### config.mk
export PLATFORM = sky130hd
export DESIGN_NAME = td4_sequencer_flat
export DESIGN_NICKNAME = d
export VERILOG_FILES = /design/src/rtl/td4_sequencer_if.sv /design/src/rtl/td4_sequencer.sv /design/src/flat_wrapper.sv
export SDC_FILE = /design/constraint.sdc
export NUM_CORES = 1
export LEC_CHECK = 0
export ABC_CLOCK_PERIOD_IN_PS = 1490
export CORE_MARGIN = 2
export CORE_UTILIZATION = 45
export CTS_CLUSTER_SIZE = 16
export DETAILED_ROUTE_END_ITERATION = 8
export PLACE_DENSITY = 0.85
export REMOVE_ABC_BUFFERS = 1
export SLEW_MARGIN = 20
export SYNTH_ARGS = -nofsm -noshare
export SYNTH_HDL_FRONTEND = slang
export SYNTH_SLANG_ARGS = --single-unit
export TNS_END_PERCENT = 5
### constraint.sdc
create_clock -name clk -period 1.49 [get_ports clk]
set_input_delay 0.298 -clock clk [delete_from_list [all_inputs] [get_ports clk]]
set_output_delay 0.298 -clock clk [all_outputs]
set_load 0.1 [all_outputs]
### src/rtl/td4_sequencer_if.sv
// td4_sequencer_if -- program ROM bus between the TD4 sequencer and its ROM.
//   rom_addr : 4-bit instruction address (driven by the sequencer, equals pc)
//   rom_data : 8-bit instruction word, [7:4] opcode, [3:0] immediate
// master modport = sequencer side, slave modport = ROM side.
interface td4_sequencer_if;
    logic [3:0] rom_addr;
    logic [7:0] rom_data;

    modport master (output rom_addr, input rom_data);
    modport slave  (input rom_addr, output rom_data);
endinterface

### src/rtl/td4_sequencer.sv
// td4_sequencer -- 4-bit TD4-style CPU sequencer.
// Ports:
//   clk, rst        : clock, synchronous active-high reset
//   run, step       : run continuously / single-step from IDLE
//   rom             : program ROM bus (rom_addr = pc, rom_data = instruction)
//   in_port         : external input read by IN A / IN B
//   out_port        : registered output written by OUT B / OUT Im
//   pc, reg_a/reg_b : program counter and general registers
//   carry           : carry flag from ADD
//   instr_done      : one-cycle pulse in the cycle after each retired EXEC
//   fault           : high while halted on an undefined opcode
// Parameter ILLEGAL_HALT: 1 = undefined opcode halts in FAULT, 0 = runs as NOP.
module td4_sequencer #(
    parameter int unsigned ILLEGAL_HALT = 1
) (
    input  logic             clk,
    input  logic             rst,
    input  logic             run,
    input  logic             step,
    td4_sequencer_if.master  rom,
    input  logic [3:0]       in_port,
    output logic [3:0]       out_port,
    output logic [3:0]       pc,
    output logic [3:0]       reg_a,
    output logic [3:0]       reg_b,
    output logic             carry,
    output logic             instr_done,
    output logic             fault
);

    typedef enum logic [1:0] {S_IDLE, S_FETCH, S_EXEC, S_FAULT} state_e;

    state_e     state_q, state_d;
    logic [3:0] pc_q, pc_d, a_q, a_d, b_q, b_d, out_q, out_d;
    logic       carry_q, carry_d, done_q, done_d;
    logic [7:0] ir_q, ir_d;
    logic [3:0] op, im;
    logic [4:0] sum_a, sum_b;

    assign op    = ir_q[7:4];
    assign im    = ir_q[3:0];
    assign sum_a = {1'b0, a_q} + {1'b0, im};
    assign sum_b = {1'b0, b_q} + {1'b0, im};

    always_ff @(posedge clk) begin
        if (rst) begin
            state_q <= S_IDLE;
            pc_q    <= '0;
            a_q     <= '0;
            b_q     <= '0;
            out_q   <= '0;
            carry_q <= 1'b0;
            done_q  <= 1'b0;
            ir_q    <= '0;
        end else begin
            state_q <= state_d;
            pc_q    <= pc_d;
            a_q     <= a_d;
            b_q     <= b_d;
            out_q   <= out_d;
            carry_q <= carry_d;
            done_q  <= done_d;
            ir_q    <= ir_d;
        end
    end

    always_comb begin
        state_d = state_q;
        pc_d    = pc_q;
        a_d     = a_q;
        b_d     = b_q;
        out_d   = out_q;
        carry_d = carry_q;
        ir_d    = ir_q;
        done_d  = 1'b0;
        case (state_q)
            S_IDLE:  if (run || step) state_d = S_FETCH;
            S_FETCH: begin
                ir_d    = rom.rom_data;
                state_d = S_EXEC;
            end
            S_EXEC: begin
                // Common retire path; jumps override pc, ADD overrides carry.
                state_d = run ? S_FETCH : S_IDLE;
                pc_d    = pc_q + 4'd1;
                carry_d = 1'b0;
                done_d  = 1'b1;
                case (op)
                    4'b0000: {carry_d, a_d} = sum_a;
                    4'b0101: {carry_d, b_d} = sum_b;
                    4'b0011: a_d   = im;
                    4'b0111: b_d   = im;
                    4'b0001: a_d   = b_q;
                    4'b0100: b_d   = a_q;
                    4'b0010: a_d   = in_port;
                    4'b0110: b_d   = in_port;
                    4'b1001: out_d = b_q;
                    4'b1011: out_d = im;
                    4'b1111: pc_d  = im;
                    4'b1110: if (!carry_q) pc_d = im;
                    default: begin
                        // Only 1000/1010/1100/1101 reach here.
                        if (ILLEGAL_HALT != 0) begin
                            state_d = S_FAULT;
                            pc_d    = pc_q;
                            carry_d = carry_q;
                            done_d  = 1'b0;
                        end
                    end
                endcase
            end
            S_FAULT: state_d = S_FAULT;
            default: state_d = S_IDLE;
        endcase
    end

    assign rom.rom_addr = pc_q;
    assign pc           = pc_q;
    assign reg_a        = a_q;
    assign reg_b        = b_q;
    assign out_port     = out_q;
    assign carry        = carry_q;
    assign instr_done   = done_q;
    assign fault        = (state_q == S_FAULT);

endmodule

### src/flat_wrapper.sv
// flat-port wrapper written by rule: the top's interface ports become plain ports
module td4_sequencer_flat 
#(
    parameter int unsigned ILLEGAL_HALT = 1
)
  (clk, rst, run, step, in_port, out_port, pc, reg_a, reg_b, carry, instr_done, fault, rom_rom_addr, rom_rom_data);
  td4_sequencer_if rom_i ();
  input  logic clk;
  input  logic rst;
  input  logic run;
  input  logic step;
  input  logic [3:0] in_port;
  output logic [3:0] out_port;
  output logic [3:0] pc;
  output logic [3:0] reg_a;
  output logic [3:0] reg_b;
  output logic carry;
  output logic instr_done;
  output logic fault;
  output wire logic [$bits(rom_i.rom_addr)-1:0] rom_rom_addr;
  input wire logic [$bits(rom_i.rom_data)-1:0] rom_rom_data;
  assign rom_rom_addr = rom_i.rom_addr;
  assign rom_i.rom_data = rom_rom_data;
  td4_sequencer #(.ILLEGAL_HALT(ILLEGAL_HALT)) u_core (.clk(clk), .rst(rst), .run(run), .step(step), .rom(rom_i), .in_port(in_port), .out_port(out_port), .pc(pc), .reg_a(reg_a), .reg_b(reg_b), .carry(carry), .instr_done(instr_done), .fault(fault));
endmodule
==> results of run 1 <==
-- layout make-up --
class | count | area share (%)
repair buffers | 71 | 31.1
well taps | 50 | 2.27
multi-input cells | 148 | 43.1
clock buffers | 3 | 1.50
flip-flops and latches | 28 | 20.8
inverters | 9 | 1.22
-- layer usage --
layer  wire [um]  vias up  share of wire [%]  global-route usage, %
met5           0        -                  0                      0
met3         300       17                5.8                   3.50
met1        2190      809                 43                   29.8
met4         167        0                3.2                   10.2
met2        2480       78                 48                   35.3
li1            -      831                  -                      -
-- logic make-up (layout without fill, tap and decap cells) --
group | after synthesis | after routing | synth area share [%]
multiplexers | 24 | 24 | 14.1
AO/OA/AOI/OAI | 46 | 46 | 19.2
buffers and inverters | 24 | 83 | 7.42
adder cells (fa/ha/maj) | 11 | 11 | 8.39
flip-flops | 28 | 28 | 30.8
XOR/XNOR | 1 | 1 | 0.481
AND/OR/NAND/NOR | 66 | 66 | 19.7
-- per-stage QoR --
step | setup TNS, ns | util, % | power [mW]
floorplan | -12.46 | - | 1.16
global placement | -0.593 | 66.8 | 1.40
detailed placement | -1.32 | 66.8 | 1.42
CTS | -0.259 | 69.2 | 1.84
global route | -0.630 | 70.0 | 1.92
finish | -0.355 | 70.0 | 1.87
-- state kept, by name (all words and copies together) (netlist names) --
signal             count
u_core.reg_b           4
u_core.carry           1
u_core.reg_a           4
u_core.ir_q            8
u_core.state_q         2
u_core.out_port        4
u_core.instr_done      1
u_core.pc              4
-- repair_timing --
action                                  in CTS  in global routing
buffers inserted                             1                  0
pin swaps                                    4                  3
endpoints found under the setup margin      14                 10
gates resized for setup                     14                 11
-- cell usage in the layout (no fill, tap or decap), types with 2 or more instances in the layout --
master,count
a211oi_1,5
a211oi_2,2
a21o_1,2
a21oi_1,6
a21oi_2,3
a32o_1,2
and2_1,2
buf_12,23
buf_4,33
clkbuf_8,3
clkdlybuf4s50_1,15
dfxtp_1,21
dfxtp_2,5
dfxtp_4,2
fa_2,2
ha_1,6
ha_4,3
inv_1,7
inv_2,2
mux2_2,3
mux2i_1,20
nand2_1,12
nand2b_1,8
nand3_1,2
nor2_1,24
nor2b_1,5
o21a_1,2
o21ai_0,4
o21ai_1,2
o22ai_1,3
-- worst reg2reg max path: cells and delay by family, from the launching register on --
kind,cells,cell delay (ns)
AO/OA/AOI/OAI,3,0.39
adder cells (fa/ha/maj),2,0.60
buffers and inverters,1,0.06
flip-flops,1,0.38
AND/OR/NAND/NOR,1,0.12
-- final timing paths --
path / endpoint / start / cells after the start
worst max-delay path: u_core.reg_a[1] / u_core.ir_q[0] / 7
worst min register to register: u_core.out_port[2] / u_core.out_port[2] / 2
worst max register to register: u_core.reg_a[1] / u_core.ir_q[0] / 7
worst min-delay path: u_core.out_port[2] / u_core.out_port[2] / 2
-- power groups by stage --
stage	clock network (mW)	logic, mW	registers, mW
after global placement	0	0.564	0.840
final	0.427	0.612	0.829
after CTS	0.423	0.589	0.827
after floorplan	0	0.197	0.963
after detailed placement	0	0.580	0.842
after global routing	0.446	0.645	0.833
==> summary.md, run 1 <==
| Metric | Value |
|---|---|
| Status | finished with violations |
| Failing checks | setup timing |
| Max transition margin | 76.6% |
| Synth top area share | 30.8% |
| Switching share of power | 33.9% |
| EDFF count, synth | 0 |
| Place WS | -0.204 ns |
| Multi-input gate area | 1190 um^2 |
| Crit path DAT | 1.83 ns |
| Worst Skew | 0.00933 ns |
| Sequential cell area fraction in the yosys report | 30.8% |
| Setup repair after global routing missed its margin | yes |
| Share of cells above drive strength 1 | 35.5% |
| # IOs | 39 |
| Slew Limit Fails | 0 |
| Max_cap viols | 0 |
| Unique masters post-synth | 54 |
| #FFs+latches synth | 28 |
| Grt ovf | 0 |
| Crit-path leading delay family | adder cells |
| H-tree levels | 1 |
| Least-Margin Pin Slew | 0.349 ns |
| Maximum vdd drop | 0.000331 V |
| TritonCTS clock tree | done |
| Initial antenna violation count | 0 |
| # diodes | 0 |
| First-pass GRT wire length | 7660 um |
| I/O Buffers | 38 |
| Final std cells w/o fill | 309 |
| Die X | 67.6 um |
| Post-DRT Antenna Nets | 0 |
| Die area | 4570 um^2 |
| DRC | 0 |
| Final #Nets | 288 |
| Highest-delay cell along the critical path | fa_2 |
| Hold_buf cts | 0 |
| Critical path required time | 1.72 ns |
| CORE AREA | 3940 um^2 |
| Routed WL | 5140 um |
| Number of global-route vias before repair | 1,564 |
| CTS Buf Count | 3 |
| Yosys top cell by area | dfxtp_1 |
| Worst path cell trace | ha_4, inv_1, fa_2, nor2_2, a211oi_2, a211o_1, a21oi_2 |
| Gpl congestion | 0.866 |
| Starting Density | 46.2% |
| Buffer and inverter count on the worst path | 1 |
| PwrDens | 677 nW/um^2 |
| Post-synth top cells | dfxtp_1 (28), nor2_1 (25), mux2i_1 (20) |
| Synth warn | 0 |
| Clock share of power | 22.8% |
| Ys flop type | dfxtp_1 |
| FP Rows | 23 |
| DR iter-0 viols | 120 |
| Sw Pwr | 0.633 mW |
| Drt pass-1 iters | 4 |
| # setup viols final | 4 |
| Placed insts | 305 |
| Crit path time final | 1.60 ns |
| Clock Pin Slew Worst Setup and Hold Paths | 0.10 ns |
| Routed wire per std cell | 16.6 um |
| Seq pwr share | 44.4% |
| Syn Area/Cell | 9.10 um^2 |
| Clock Tree Buf Depth | 2 |
| Placed instance area | 2630 um^2 |
| Routed vias/inst | 5.61 |
| Chip height | 67.6 um |
| Crit end category | register |
| Worst hold slack | 0.539 ns |
| Most frequent cell after synthesis | dfxtp_1 |
| Kind of critical path | reg -> reg |
| Fillers | 257 |
| Combinational Power Share | 32.8% |
| FF/Latch Area | 574 um^2 |
| Final-report hold violation count | 0 |
| Final WS setup | -0.114 ns |
| DPL Wire Length | 3650 um |
| Final instance area | 2760 um^2 |
| Largest net degree at the start of global routing | 19 |
| CP Max Fanout | 4 |
| R2r setup slk | -0.11 ns |
| CTS Sinks | 28 |
| GR Util All Layers | 22.4% |
| Leak Pwr | 1.16 nW |
| Post-synth ARST share | 0% |
| Clock Tree Root | clkbuf_8 |
| Hold crit path type | reg -> reg |
| DR vias | 1,735 |
| Period Utilization, post-route | 108% |
| Cell area after synthesis | 1820 um^2 |
| Area growth, synth to finish | 51.6% |
| Delay of the slowest cell on the worst path | 0.44 ns |
| Top cells by area, synth | dfxtp_1 (31%), mux2i_1 (11%), ha_1 (6.2%), nor2_1 (5.2%), a211oi_1 (2.9%) |
| Synth Instances | 200 |
| Worst skew pair latency | 0.28 ns |
| Power Internal | 1.24 mW |
| Fmax | 623 MHz |
| Nature of the critical path startpoint | register |
No activity file was read; power rests on OpenSTA's default activity.
==> run 2: changes to the inputs <==
==> constraint.sdc (replaced) <==
create_clock -name clk -period 1.49 [get_ports clk]
set_input_delay 0.298 -clock clk [delete_from_list [all_inputs] [get_ports clk]]
set_output_delay 0.298 -clock clk [all_outputs]
set_load 0.01 [all_outputs]
==> run 2 against run 1 <==
The flow still finishes with violations (setup timing). Setup slack worse by 0.0014 ns. Design area is 9.6% lower. First-iteration DRC count is 9.2% lower. Critical path depth unchanged. Clock power shrank 4%. Combinational power is 30% lower. Final cell count down 0.65%. Largest cell class unchanged.
==> summary.md, run 2 (synthesis results as in run 1) <==
| Metric | Value |
|---|---|
| Die X | 67.6 um |
| Initial antenna violation count | 0 |
| Gpl congestion | 0.845 |
| I/O Buffers | 38 |
| # setup viols final | 4 |
| Period Utilization, post-route | 108% |
| Least-Margin Pin Slew | 0.368 ns |
| Crit end category | register |
| Maximum vdd drop | 0.000353 V |
| Drt pass-1 iters | 4 |
| DRC | 0 |
| Share of cells above drive strength 1 | 27.6% |
| Worst skew pair latency | 0.27 ns |
| TritonCTS clock tree | done |
| DR iter-0 viols | 109 |
| Fillers | 327 |
| Clock Tree Buf Depth | 2 |
| Starting Density | 46.2% |
| Clock Tree Root | clkbuf_8 |
| Routed vias/inst | 5.62 |
| Worst path cell trace | ha_4, inv_2, fa_2, nor2b_2, o21a_1, o211ai_1, a311oi_1 |
| Final-report hold violation count | 0 |
| Final WS setup | -0.115 ns |
| PwrDens | 668 nW/um^2 |
| # diodes | 0 |
| Crit path DAT | 1.80 ns |
| Max_cap viols | 0 |
| CORE AREA | 3940 um^2 |
| Status | finished with violations |
| Post-DRT Antenna Nets | 0 |
| Slew Limit Fails | 0 |
| Max reg flops | 8 |
| DR vias | 1,726 |
| Power Total | 1.67 mW |
| Highest-delay cell along the critical path | dfxtp_4 |
| Leak Pwr | 1.19 nW |
| FP Rows | 23 |
| Fmax | 623 MHz |
| DPL Wire Length | 3550 um |
| Grt ovf | 0 |
| Hold_buf cts | 0 |
| Fin util | 63.3% |
| Worst Skew | 0.00266 ns |
| Commonest non-fill, non-tap cell in the layout | buf_4 |
| GR Util All Layers | 22.4% |
| CTS Buf Count | 3 |
| Top reg by flops | u_core.ir_q |
| # IOs | 39 |
| Critical path required time | 1.68 ns |
| Kind of critical path | reg -> reg |
| Routed wire per std cell | 15.7 um |
| Die area | 4570 um^2 |
| Number of global-route vias before repair | 1,616 |
| Most frequent cells in the layout | buf_4 (31), nor2_1 (25), mux2i_1 (20), clkdlybuf4s50_1 (19), dlygate4sd2_1 (15) |
| Worst hold slack | 0.500 ns |
| CTS Sinks | 28 |
| H-tree levels | 1 |
| Largest net degree at the start of global routing | 15 |
| Crit path time final | 1.61 ns |
| Clock Pin Slew Worst Setup and Hold Paths | 0.09 ns |
| Failing checks | setup timing |
| Place WS | -0.201 ns |
| Chip height | 67.6 um |
| Max transition margin | 75.4% |
| FF/Latch Area | 583 um^2 |
| Delay of the slowest cell on the worst path | 0.39 ns |
| Final #Nets | 286 |
| Hold crit path type | reg -> reg |
| CP Max Fanout | 4 |
| First-pass GRT wire length | 7760 um |
| Nature of the critical path startpoint | register |
| Routed WL | 4830 um |
| Area growth, synth to finish | 37.0% |
| Setup repair after global routing missed its margin | yes |
| Multi-input gate area | 1170 um^2 |
-- run 2: cell types whose count changed in the layout (fill, tap and decap cells not counted), moves of 2 or more --
cell / delta
buf_12: -23
buf_4: -2
clkdlybuf4s50_1: +4
dfxtp_1: -7
dfxtp_2: +7
dlygate4sd2_1: +15
dlymetal6s2s_1: +4
-- run 2: final timing paths --
kind / startpoint / endpoint / slack [ns] / cells past startpoint
worst max-delay path: u_core.ir_q[0] / u_core.carry / -0.12 / 7
worst min-delay path: u_core.out_port[0] / u_core.out_port[0] / 0.50 / 2
worst max register to register: u_core.ir_q[0] / u_core.carry / -0.12 / 7
worst min register to register: u_core.out_port[0] / u_core.out_port[0] / 0.50 / 2
-- run 2: through the flow --
step / setup TNS [ns] / instance area [um^2] / instances
5_1_grt: -0.796 / 2490 / 307
3_3_place_gp: -0.701 / 2390 / 303
3_5_place_dp: -1.27 / 2390 / 303
2_1_floorplan: -0.991 / 1720 / 185
4_1_cts: -0.234 / 2480 / 307
6_report: -0.280 / 2490 / 307
-- run 2: repair_timing --
item                                    in CTS  in global routing
gates resized for setup                     42                  7
pin swaps                                    6                  2
endpoints found under the setup margin      30                 15
setup buffers                                1                  0
endpoints found under the hold margin        0                  0
-- run 2: metal layers --
| layer | share of wire (%) | GRT usage [%] | vias to the layer above |
|---|---|---|---|
| li1 | - | - | 823 |
| met1 | 42 | 28.6 | 823 |
| met2 | 48 | 37.4 | 62 |
| met3 | 5.6 | 2.50 | 18 |
| met4 | 4.0 | 10.5 | 0 |
| met5 | 0 | 0 | - |
-- run 2: report_power, final --
group / total (mW) / switching [mW] / internal (mW)
Combinational: 0.426 / 0.207 / 0.219
Clock: 0.411 / 0.229 / 0.182
Sequential: 0.830 / 0.0466 / 0.783
Total: 1.67 / 0.483 / 1.18
-- run 2: layout make-up --
type	count	share of cell area [%]
Sequential cell	28	23.4
Multi-Input combinational cell	148	46.9
Tap cell	50	2.51
Clock buffer	3	1.65
Inverter	9	1.35
Timing Repair Buffer	69	24.2
-- run 2: critical path: cells and delay by family (launching register included) --
| family | cells | cell delay [ns] |
|---|---|---|
| buffers and inverters | 1 | 0.04 |
| AND/OR/NAND/NOR | 1 | 0.15 |
| adder cells (fa/ha/maj) | 2 | 0.49 |
| flip-flops | 1 | 0.39 |
| AO/OA/AOI/OAI | 3 | 0.46 |
==> run 3: changes to the inputs <==
Settings changed: CTS_CLUSTER_DIAMETER set to 200, MAX_ROUTING_LAYER set to met4.
==> run 3 against run 2 <==
The flow still finishes with violations (setup timing). Flip-flop and latch count is the same. Clock power grew 17%. Utilization grew 0.51 points. Final cell count grew 0.65%. Non-clock buffer count grew 1. Maximum frequency shrank 8.8%. Wire length grew 0.44%. Sequential share of layout area shrank 0.14 points. Critical path type unchanged. Largest cell class unchanged. Largest power group unchanged. Highest routed layer unchanged.
==> summary.md, run 3 (synthesis results as in run 1) <==
| Metric | Value |
|---|---|
| Kind of critical path | reg -> reg |
| CORE AREA | 3940 um^2 |
| Least-Margin Pin Slew | 0.485 ns |
| Routed wire per std cell | 15.7 um |
| Failing checks | setup timing |
| Clock Tree Root | clkbuf_8 |
| Nature of the critical path startpoint | register |
| Initial antenna violation count | 0 |
| Leak Pwr | 1.23 nW |
| Area growth, synth to finish | 38.1% |
| I/O Buffers | 38 |
| Fmax | 568 MHz |
| Routed WL | 4850 um |
| Share of cells above drive strength 1 | 28.6% |
| Gpl congestion | 0.840 |
| R2R Path End | u_core.carry |
| Final WS setup | -0.270 ns |
| PwrDens | 692 nW/um^2 |
| Period Utilization, post-route | 118% |
| Clock Tree Buf Depth | 2 |
| Final #Nets | 287 |
| DRC | 0 |
| Critical path destination | u_core.carry |
| CTS Buf Count | 3 |
| Setup repair after global routing missed its margin | yes |
| Slew Limit Fails | 0 |
| CTS Sinks | 28 |
| DR iter-0 viols | 113 |
| Grt ovf | 0 |
| # IOs | 39 |
| Hold crit path type | reg -> reg |
| Worst Skew | 0.00883 ns |
| Starting Density | 46.2% |
| TritonCTS clock tree | done |
| RR Startpoint | u_core.reg_b[0] |
| GR Util All Layers | 22.6% |
| Commonest non-fill, non-tap cell in the layout | buf_4 |
| Largest net degree at the start of global routing | 16 |
| Final TNS setup | -0.665 ns |
| Fillers | 325 |
| Drt pass-1 iters | 4 |
| Most frequent cells in the layout | buf_4 (32), nor2_1 (24), mux2i_1 (20), clkdlybuf4s50_1 (18), dlygate4sd2_1 (15) |
| Maximum vdd drop | 0.000407 V |
| Worst skew pair latency | 0.28 ns |
| H-tree levels | 1 |
| FP Rows | 23 |
| # diodes | 0 |
| Crit path time final | 1.76 ns |
| Worst Reg2Reg Path Length in Cells | 7 |
| # setup viols final | 7 |
| First-pass GRT wire length | 7490 um |
| Final std cells w/o fill | 309 |
| Critical path required time | 1.67 ns |
| Fin util | 63.8% |
| Clock Pin Slew Worst Setup and Hold Paths | 0.10 ns |
| DPL Wire Length | 3550 um |
| Crit path DAT | 1.94 ns |
| Post-DRT Antenna Nets | 0 |
| Final-report hold violation count | 0 |
| Max transition margin | 67.7% |
| R2r setup slk | -0.27 ns |
| Status | finished with violations |
| Crit end category | register |
| Placed insts | 302 |
| Die area | 4570 um^2 |
| DR vias | 1,708 |
| Chip height | 67.6 um |
| Max reg flops | 8 |
| Number of global-route vias before repair | 1,623 |
| Routed vias/inst | 5.53 |
| Die X | 67.6 um |
| Top reg by flops | u_core.ir_q |
| CP startpoint | u_core.reg_b[0] |
| Max_cap viols | 0 |
| CP Max Fanout | 2 |
## run 3: cell type report
cell class	count	area (um^2)	share of cell area (%)
Multi-Input combinational cell	148	1160	46.3
Clock buffer	4	55.1	2.19
Inverter	9	33.8	1.34
Tap cell	50	62.6	2.49
Timing Repair Buffer	70	614	24.4
Sequential cell	28	584	23.2
## run 3: how the worst min path moves through the flow
stage / to / cells past startpoint / slack [ns] / from
2_1_floorplan: u_core.reg_a[1] / 1 / 0.36 / rst
3_3_place_gp: u_core.out_port[3] / 2 / 0.49 / u_core.out_port[3]
3_5_place_dp: u_core.out_port[2] / 2 / 0.49 / u_core.out_port[2]
4_1_cts: u_core.out_port[2] / 2 / 0.51 / u_core.out_port[2]
5_1_grt: u_core.out_port[0] / 2 / 0.53 / u_core.out_port[0]
6_report: u_core.out_port[0] / 2 / 0.50 / u_core.out_port[0]
## run 3: worst max-delay path, cell delays in order, from the launching register on
cell      delay (ns)
dfxtp_2         0.34
ha_1            0.16
inv_1           0.06
fa_2            0.34
nor2b_2         0.13
o21a_1          0.15
o211ai_1        0.12
a311oi_1        0.35
## run 3: metal layers
layer	track usage [%]	share of wire, %
met1	28.3	44
met3	2.50	5.4
met5	-	0
met2	37.9	48
met4	7.14	1.8
## run 3: timing repair
item | CTS | global route
pin swaps | 3 | 6
setup endpoints to repair | 35 | 17
hold endpoints to repair | 0 | 0
hold buffers | 0 | 0
setup buffers | 2 | 1
resized for setup | 32 | 17
## run 3: where the power goes
group	internal (mW)	switching [mW]
Combinational	0.224	0.207
Clock	0.237	0.242
Sequential	0.784	0.0457
Total	1.24	0.495
## run 3: through the flow
step	setup WS, ns	hold slack, ns	power, mW	instance area [um^2]
after floorplan	-0.148	0.360	1.05	1720
after detailed placement	-0.227	0.493	1.25	2380
final	-0.270	0.503	1.74	2510
after global routing	-0.338	0.528	1.80	2510
after CTS	-0.268	0.506	1.72	2460
after global placement	-0.123	0.488	1.24	2380
